<file path="src/rtl/exhaustive_seq_pkg.sv">
// Shared types and helpers for the exhaustive pattern sequencer and its MISR.
package exhaustive_seq_pkg;

  typedef enum logic [1:0] {
    IDLE   = 2'd0,
    SETTLE = 2'd1,
    SAMPLE = 2'd2,
    DONE   = 2'd3
  } seq_state_e;

  localparam logic [15:0] MISR_POLY  = 16'h1021;
  localparam int unsigned MISR_MAX_W = 32;
  localparam int unsigned SETTLE_CNT_W = 4;

  // One MISR step for any width up to MISR_MAX_W: shift left, fold the
  // polynomial in when the outgoing MSB is set, inject bit_in at the LSB.
  function automatic logic [MISR_MAX_W-1:0] misr_step(
    input logic [MISR_MAX_W-1:0] sig,
    input logic                  bit_in,
    input int unsigned           width
  );
    logic [MISR_MAX_W-1:0] mask;
    logic [MISR_MAX_W-1:0] nxt;
    mask = (MISR_MAX_W'(1) << width) - MISR_MAX_W'(1);
    nxt  = sig << 1;
    if (sig[width-1]) begin
      nxt = nxt ^ MISR_MAX_W'(MISR_POLY);
    end
    nxt = nxt ^ MISR_MAX_W'(bit_in);
    return nxt & mask;
  endfunction

endpackage

</file>
<file path="src/rtl/seq_misr.sv">
// Signature register: multiple-input shift register compacting a 1-bit stream.
module seq_misr
  import exhaustive_seq_pkg::*;
#(
  parameter int unsigned WIDTH = 16
) (
  input  logic             CK,
  input  logic             reset,
  input  logic             clr,
  input  logic             en,
  input  logic             bit_in,
  output logic [WIDTH-1:0] sig
);

  logic [WIDTH-1:0] sig_q;
  logic [WIDTH-1:0] sig_d;

  // Next signature: clear wins over a compaction step.
  always_comb begin
    sig_d = sig_q;
    if (clr) begin
      sig_d = '0;
    end else if (en) begin
      sig_d = WIDTH'(misr_step(MISR_MAX_W'(sig_q), bit_in, WIDTH));
    end
  end

  // Signature register with asynchronous active-low reset.
  always_ff @(posedge CK or negedge reset) begin
    if (!reset) begin
      sig_q <= '0;
    end else begin
      sig_q <= sig_d;
    end
  end

  assign sig = sig_q;

endmodule

</file>
<file path="src/rtl/exhaustive_pattern_sequencer.sv">
// Exhaustive stimulus sequencer: sweeps every N_WIDTH-bit pattern, waits a
// settle time, samples the 1-bit response into a bit vector and a MISR.
//
// state  | meaning
// IDLE   | waiting for start; outputs hold
// SETTLE | pattern on N, counting settle cycles
// SAMPLE | capture dut_out on the exit edge, then advance or finish
// DONE   | sweep complete; results frozen until next start
module exhaustive_pattern_sequencer
  import exhaustive_seq_pkg::*;
#(
  parameter int unsigned N_WIDTH       = 4,
  parameter int unsigned SETTLE_CYCLES = 1,
  parameter int unsigned SIG_WIDTH     = 16
) (
  input  logic                     CK,
  input  logic                     reset,
  input  logic                     start,
  input  logic                     abort,
  output logic [0:N_WIDTH-1]       N,
  input  logic                     dut_out,
  output logic                     busy,
  output logic                     done,
  output logic                     resp_valid,
  output logic [N_WIDTH-1:0]       resp_index,
  output logic [(2**N_WIDTH)-1:0]  resp_bits,
  output logic [SIG_WIDTH-1:0]     signature
);

  localparam int unsigned NPAT = 2**N_WIDTH;
  localparam logic [N_WIDTH-1:0]      PAT_LAST   = N_WIDTH'(NPAT - 1);
  localparam logic [SETTLE_CNT_W-1:0] SETTLE_END = SETTLE_CNT_W'(SETTLE_CYCLES - 1);

  seq_state_e              state_q, state_d;
  logic [N_WIDTH-1:0]      pat_q, pat_d;
  logic [SETTLE_CNT_W-1:0] cnt_q, cnt_d;
  logic                    resp_valid_q, resp_valid_d;
  logic [N_WIDTH-1:0]      resp_index_q, resp_index_d;
  logic [NPAT-1:0]         resp_bits_q, resp_bits_d;
  logic                    misr_clr;
  logic                    misr_en;

  // Next-state and datapath control; abort overrides every transition.
  always_comb begin
    state_d      = state_q;
    pat_d        = pat_q;
    cnt_d        = cnt_q;
    resp_valid_d = 1'b0;
    resp_index_d = resp_index_q;
    resp_bits_d  = resp_bits_q;
    misr_clr     = 1'b0;
    misr_en      = 1'b0;

    if (abort) begin
      state_d = IDLE;
      pat_d   = '0;
      cnt_d   = '0;
    end else begin
      case (state_q)
        IDLE, DONE: begin
          if (start) begin
            state_d     = SETTLE;
            pat_d       = '0;
            cnt_d       = '0;
            resp_bits_d = '0;
            misr_clr    = 1'b1;
          end
        end
        SETTLE: begin
          if (cnt_q == SETTLE_END) begin
            state_d = SAMPLE;
          end else begin
            cnt_d = cnt_q + 1'b1;
          end
        end
        SAMPLE: begin
          resp_bits_d[pat_q] = dut_out;
          misr_en            = 1'b1;
          resp_valid_d       = 1'b1;
          resp_index_d       = pat_q;
          if (pat_q == PAT_LAST) begin
            state_d = DONE;
          end else begin
            state_d = SETTLE;
            pat_d   = pat_q + 1'b1;
            cnt_d   = '0;
          end
        end
        default: begin
          state_d = IDLE;
        end
      endcase
    end
  end

  // Control and capture registers.
  always_ff @(posedge CK or negedge reset) begin
    if (!reset) begin
      state_q      <= IDLE;
      pat_q        <= '0;
      cnt_q        <= '0;
      resp_valid_q <= 1'b0;
      resp_index_q <= '0;
      resp_bits_q  <= '0;
    end else begin
      state_q      <= state_d;
      pat_q        <= pat_d;
      cnt_q        <= cnt_d;
      resp_valid_q <= resp_valid_d;
      resp_index_q <= resp_index_d;
      resp_bits_q  <= resp_bits_d;
    end
  end

  seq_misr #(
    .WIDTH (SIG_WIDTH)
  ) u_misr (
    .CK     (CK),
    .reset  (reset),
    .clr    (misr_clr),
    .en     (misr_en),
    .bit_in (dut_out),
    .sig    (signature)
  );

  // N is MSB-first ([0] is the MSB), so a plain packed copy keeps ordering.
  assign N          = pat_q;
  assign busy       = (state_q == SETTLE) || (state_q == SAMPLE);
  assign done       = (state_q == DONE);
  assign resp_valid = resp_valid_q;
  assign resp_index = resp_index_q;
  assign resp_bits  = resp_bits_q;

endmodule

</file>
<file path="config.mk">
export PLATFORM = sky130hd
export DESIGN_NAME = exhaustive_pattern_sequencer
export DESIGN_NICKNAME = d
export VERILOG_FILES = /design/src/rtl/exhaustive_seq_pkg.sv /design/src/rtl/seq_misr.sv /design/src/rtl/exhaustive_pattern_sequencer.sv
export SDC_FILE = /design/constraint.sdc
export NUM_CORES = 1
export LEC_CHECK = 0
export ABC_AREA = 1
export BUFFER_PORTS_ARGS = -buffer_cell sky130_fd_sc_hd__buf_2
export CORE_MARGIN = 4
export CORE_UTILIZATION = 52
export CTS_BUF_LIST = sky130_fd_sc_hd__clkbuf_4 sky130_fd_sc_hd__clkbuf_8
export CTS_CLUSTER_DIAMETER = 60
export DETAILED_ROUTE_END_ITERATION = 7
export PLACE_DENSITY = 0.78
export SKIP_CTS_REPAIR_TIMING = 1
export SLEW_MARGIN = 20
export SYNTH_ARGS = -nofsm -noshare
export SYNTH_HDL_FRONTEND = slang
export SYNTH_SLANG_ARGS = --single-unit
</file>
<file path="constraint.sdc">
create_clock -name CK -period 1.9 [get_ports CK]
set_input_delay 0.095 -clock CK [delete_from_list [all_inputs] [get_ports CK]]
set_output_delay 0.095 -clock CK [all_outputs]
set_load 0.05 [all_outputs]
</file>
==> metrics.md, run 1 <==
| Metric | Value |
|---|---|
| Status | completed |
| Port bufs | 47 |
| Commonest register cell after synthesis | dfrtp_1 |
| Crit Path Class | register to register |
| Area growth syn-to-layout | 15.0% |
| RSZ-0062 raised after global routing | no |
| Setup TNS | 0 ns |
| Tot GR Track Use | 0.197 |
| Pre-CTS setup slack | 0.0620 ns |
| Drt drc | 0 |
| Fin cells | 417 |
| Die Y | 76.6 µm |
| Ys Warns | 0 |
| Power share of the combinational group | 0.332 |
| Fin crit share | 0.944 |
| Flop and latch count out of synthesis | 47 |
| Seq pwr share | 0.440 |
| Post-synthesis net count | 329 |
| Initial Utilization | 0.551 |
| Die W | 76.6 µm |
| Crit start category | register |
| Largest net degree at the start of global routing | 33 |
| Hold path depth | 3 |
| Switching share of power | 0.417 |
| Critical-path cell list | inv_1 > ha_1 > o21ai_2 > nand2_1 > nand2_1 > nand2_1 |
| WL final | 5.62 mm |
| Worst endpoint required time | 2.10 ns |
| Slew Viols, Final | 0 |
| Slowest-stage cell, CP | o21ai_2 |
| Final Skew | 0.00902 ns |
| Min cycle time layout | 1.79 ns |
| Crit path DAT | 2.00 ns |
| Clk_lat worst skew | 0.30 ns |
| Vias/cell | 5.28 |
| Psw | 1140 µW |
| Nets | 378 |
| TritonCTS clock tree | done |
| Synthesized area per cell | 7.78 µm² |
| EDFF count, synth | 0 |
| PnR worst setup slack | 0.107 ns |
| Core Region | 4440 µm² |
| Leak Pwr | 0.00163 µW |
| Post-DP HPWL | 3.98 mm |
| Inserted Clock Buffers | 5 |
| Placed insts | 407 |
| Top cell type by total area after synthesis | dfrtp_1 |
| GR Overflow Total | 0 |
| Wire per inst | 13.5 µm |
| CTS root buffer | clkbuf_8 |
| Layout cells sized above 1 | 0.186 |
| Fin util | 0.634 |
| VDD IR max | 0.000720 V |
| Initial antenna violation count | 0 |
| Clk slew on worst S/H paths | 0.09 ns |
| GPL Wtd Cong | 0.818 |
| Vias in the first global route | 2077 |
| Post-Synthesis Cells | 315 |
| CP max stage delay | 0.57 ns |
| Final hold vios | 0 |
| Highest clock rate | 558 MHz |
| CP most frequent cell | nand2_1 |
| Sequential fraction of the synthesis area | 0.480 |
| Clk sinks | 47 |
| Worst r2r path cells | 6 |
| Final setup violation count | 0 |
| Clock power share | 0.228 |
| Commonest non-fill, non-tap cell in the layout | nand2_1 |
| Internal Power | 1590 µW |
| Antenna viol nets, final | 0 |
| CP endpoint kind | register |
| Relative slew margins | 0.569 |
| Vias | 2202 |
| First-pass GRT wire length | 9.49 mm |
| Drt initial violations | 192 |
| Fin Hold WS | 0.123 ns |
| Top-Level Pins | 48 |
| Synth unique cells | 21 |
| Critical path peak fanout | 16 |
| Synth top area share | 0.480 |
| Synth top area cells | dfrtp_1 48%, nand2_1 14%, nor2_1 8.1%, o21ai_0 7.6%, nand3_1 5.7% |
| Max Cap Viol | 0 |
| PD cells | 970 nW/µm² |
| Rows | 24 |
| Die footprint | 5870 µm² |
| Clk buf depth | 2 |
| Worst hold path type | input pin to register |
| Most frequent cells in the layout | 90 x nand2_1, 53 x nor2_1, 47 x dfrtp_1, 47 x buf_2, 37 x o21ai_0 |
| TritonRoute pass-1 iters | 4 |
| Worst Tran Pin Value | 0.646 ns |
| ANT cells | 0 |
| Async set-or-reset flop fraction in the synthesized netlist | 1.00 |
| Netlist area before placement | 2450 µm² |
| CTS HTree Levels | 2 |
-- layer usage --
layer,wire length (µm),part of all wire,global-route usage
met4,68,0.012,0.0670
met1,2450,0.44,0.238
met2,2750,0.49,0.342
met3,349,0.062,0.0496
met5,0,0,0
-- registers in the layout, summed over array words and instances (netlist names) --
register	flops
N	4
resp_index	4
u_misr.sig	16
resp_bits	16
state_q	2
resp_valid	1
cnt_q	4
-- synthesized netlist by cell type (2+ instances only) --
| library cell | number |
|---|---|
| nor2_1 | 53 |
| dfrtp_1 | 47 |
| a21oi_1 | 3 |
| nor2_2 | 2 |
| buf_2 | 6 |
| clkbuf_2 | 2 |
| inv_2 | 2 |
| nand3_1 | 28 |
| inv_1 | 20 |
| o21ai_0 | 37 |
| ha_1 | 9 |
| nand2_1 | 90 |
| nand4_1 | 2 |
| xnor2_1 | 3 |
| buf_6 | 3 |
| o21ai_1 | 3 |
-- area by class of cell --
type                       count  area [µm²]
sequential                    47        1180
multi-input combinational    235        1120
timing repair buffer          53         283
clock inverter                 2        16.3
inverter                      22        82.6
fill                         404        1630
clock buffer                   6        76.3
tap                           52        65.1
-- worst max-delay path, delay by kind of cell, from the launching register on --
family / cells / cell delay [ns]
AO/OA/AOI/OAI: 1 / 0.57
AND/OR/NAND/NOR: 3 / 0.25
flip-flops: 1 / 0.40
adder cells (fa/ha/maj): 1 / 0.43
buffers and inverters: 1 / 0.06
-- power by group through the flow --
stage | clock, µW | combinational [µW] | sequential [µW]
2_1_floorplan | 0 | 331 | 1570
3_3_place_gp | 0 | 883 | 1220
3_5_place_dp | 0 | 899 | 1220
4_1_cts | 639 | 903 | 1200
5_1_grt | 686 | 972 | 1220
6_report | 625 | 907 | 1200
-- logic make-up (layout without fill, tap and decap cells) --
family | after synthesis | after routing | synth area share
adder cells (fa/ha/maj) | 9 | 9 | 0.0460
buffers and inverters | 34 | 83 | 0.0669
AND/OR/NAND/NOR | 177 | 177 | 0.298
AO/OA/AOI/OAI | 44 | 45 | 0.0945
flip-flops | 47 | 47 | 0.480
XOR/XNOR | 4 | 4 | 0.0143
-- worst paths after layout --
| kind | from | endpoint | slack, ns |
|---|---|---|---|
| hold reg to reg | resp_bits[0] | resp_bits[0] | 0.47 |
| setup reg to reg | state_q[0] | resp_bits[4] | 0.11 |
| setup / recovery | state_q[0] | resp_bits[4] | 0.11 |
| min in group asynchronous | reset | u_misr.sig[10] | 0.29 |
| hold / removal | dut_out | u_misr.sig[0] | 0.12 |
| max in group asynchronous | reset | resp_bits[12] | 0.99 |
-- through the flow --
stage | power, µW | area [µm²]
after global routing | 2880 | 2820
after CTS | 2740 | 2800
after global placement | 2100 | 2710
final | 2730 | 2820
after detailed placement | 2120 | 2710
after floorplan | 1900 | 2450
Power figures use the tool's default switching activity.
==> run 2, diff against run 1 <==
Settings changed: CORE_MARGIN 4 to 5, CORE_UTILIZATION 52 to 50, PLACE_DENSITY 0.78 to 0.75.
==> metrics.md, run 2 (synthesized netlist as in run 1, its figures left out) <==
| Metric | Value |
|---|---|
| CP most frequent cell | nand2_1 |
| Vias/cell | 5.02 |
| CP Depth | 9 |
| Wire per inst | 12.5 µm |
| Relative slew margins | 0.608 |
| Drt drc | 0 |
| Clk buf depth | 2 |
| Slew Viols, Final | 0 |
| Vias | 2158 |
| Largest net degree at the start of global routing | 33 |
| Tot GR Track Use | 0.184 |
| CP endpoint kind | register |
| CTS root buffer | clkbuf_8 |
| Hold path depth | 3 |
| Layout cells sized above 1 | 0.182 |
| Worst r2r path cells | 9 |
| Min-delay src | dut_out |
| Clk_lat worst skew | 0.30 ns |
| Vias in the first global route | 1986 |
| Fin crit share | 0.932 |
| Final Skew | 0.00620 ns |
| Crit path DAT | 1.96 ns |
| Inserted Clock Buffers | 5 |
| # fillers | 454 |
| Final hold vios | 0 |
| TritonCTS clock tree | done |
| Drt initial violations | 91 |
| Worst endpoint required time | 2.09 ns |
| First-pass GRT wire length | 9.37 mm |
| Highest clock rate | 565 MHz |
| Top-Level Pins | 48 |
| Fin cells | 430 |
| CTS HTree Levels | 2 |
| Critical-path cell list | inv_1 > ha_1 > nand2_4 > buf_4 > inv_2 > nand2_1 > nand3_1 > nand2_1 > nand2_1 |
| Status | completed |
| Core Region | 4750 µm² |
| Final setup violation count | 0 |
| Pre-CTS setup slack | 0.0544 ns |
| Start point of the critical path | state_q[0] |
| Crit start category | register |
| Slowest-stage cell, CP | dfrtp_1 |
| Initial antenna violation count | 0 |
| Leak Pwr | 0.00163 µW |
| Critical path peak fanout | 23 |
| Clk slew on worst S/H paths | 0.08 ns |
| PnR worst setup slack | 0.129 ns |
| Crit Path Class | register to register |
| Placed insts | 421 |
| ANT cells | 0 |
| Worst Tran Pin Value | 0.588 ns |
| PD cells | 953 nW/µm² |
| Rows | 25 |
| Die W | 80.0 µm |
| Antenna viol nets, final | 0 |
| VDD IR max | 0.000858 V |
| CP max stage delay | 0.40 ns |
| Clk sinks | 47 |
| Post-DP HPWL | 3.70 mm |
| WL final | 5.39 mm |
| R2r startpoint | state_q[0] |
| Area growth syn-to-layout | 15.8% |
| Worst hold path type | input pin to register |
| Commonest non-fill, non-tap cell in the layout | nand2_1 |
| Max Cap Viol | 0 |
| Initial Utilization | 0.515 |
| TritonRoute pass-1 iters | 4 |
| GR Overflow Total | 0 |
| Port bufs | 47 |
| CP top delay family | buffers and inverters |
| Nets | 377 |
| Most frequent cells in the layout | 90 x nand2_1, 53 x nor2_1, 47 x dfrtp_1, 47 x buf_2, 37 x o21ai_0 |
| Worst path bufs/invs | 3 |
| Min cycle time layout | 1.77 ns |
| GPL Wtd Cong | 0.774 |
| Setup TNS | 0 ns |
| Die Y | 80.0 µm |
| RSZ-0062 raised after global routing | yes |
| Die footprint | 6400 µm² |
## run 2: cell types whose count changed in the layout (fill, tap and decap cells not counted)
cell        previous run  this run
buf_4                  5         3
inv_6                  1         0
buf_12                 0         1
clkinv_2               0         1
clkinvlp_4             1         0
clkbuf_8               5         6
clkbuf_4               1         0
## run 2: layer usage
layer	GRT usage	wire, µm	up-vias
li1	-	-	1098
met1	0.237	2480	1006
met2	0.306	2540	48
met3	0.0440	303	6
met4	0.0574	66	0
met5	0	0	-
## run 2: final timing paths
check	endpoint	slack, ns
worst max-delay path	cnt_q[0]	0.13
worst min-delay path	u_misr.sig[0]	0.11
worst max register to register	cnt_q[0]	0.13
worst min register to register	resp_bits[1]	0.47
max in group asynchronous	cnt_q[3]	1.08
min in group asynchronous	resp_bits[4]	0.31
## run 2: layout make-up
class / count / area, µm² / area share
clock buffer: 6 / 82.6 / 0.0291
clock inverter: 1 / 5.00 / 0.00176
inverter: 22 / 82.6 / 0.0291
multi-input combinational: 235 / 1120 / 0.394
sequential: 47 / 1180 / 0.415
tap: 67 / 83.8 / 0.0296
timing repair buffer: 52 / 288 / 0.101
## run 2: tightest hold or removal path, delay by kind of cell
kind	cells	cell delay, ns
xor+xnor	1	0.11
buf+inv	1	0.10
compound gates	1	0.06
## run 2: per-stage QoR
stage | hold WS [ns] | util | power, µW | area, µm²
4_1_cts | -0.215 | 0.593 | 2730 | 2820
5_1_grt | 0.112 | 0.597 | 2860 | 2840
3_3_place_gp | 0.115 | 0.574 | 2100 | 2730
2_1_floorplan | -0.201 | - | 1900 | 2450
3_5_place_dp | 0.111 | 0.574 | 2110 | 2730
6_report | 0.110 | 0.597 | 2700 | 2840
## run 2: where the power goes
group	internal [µW]	switching [µW]	leakage, µW	total [µW]
clock network	286	320	0.0000470	606
logic	207	690	0.000936	896
registers	1110	93.1	0.000647	1200
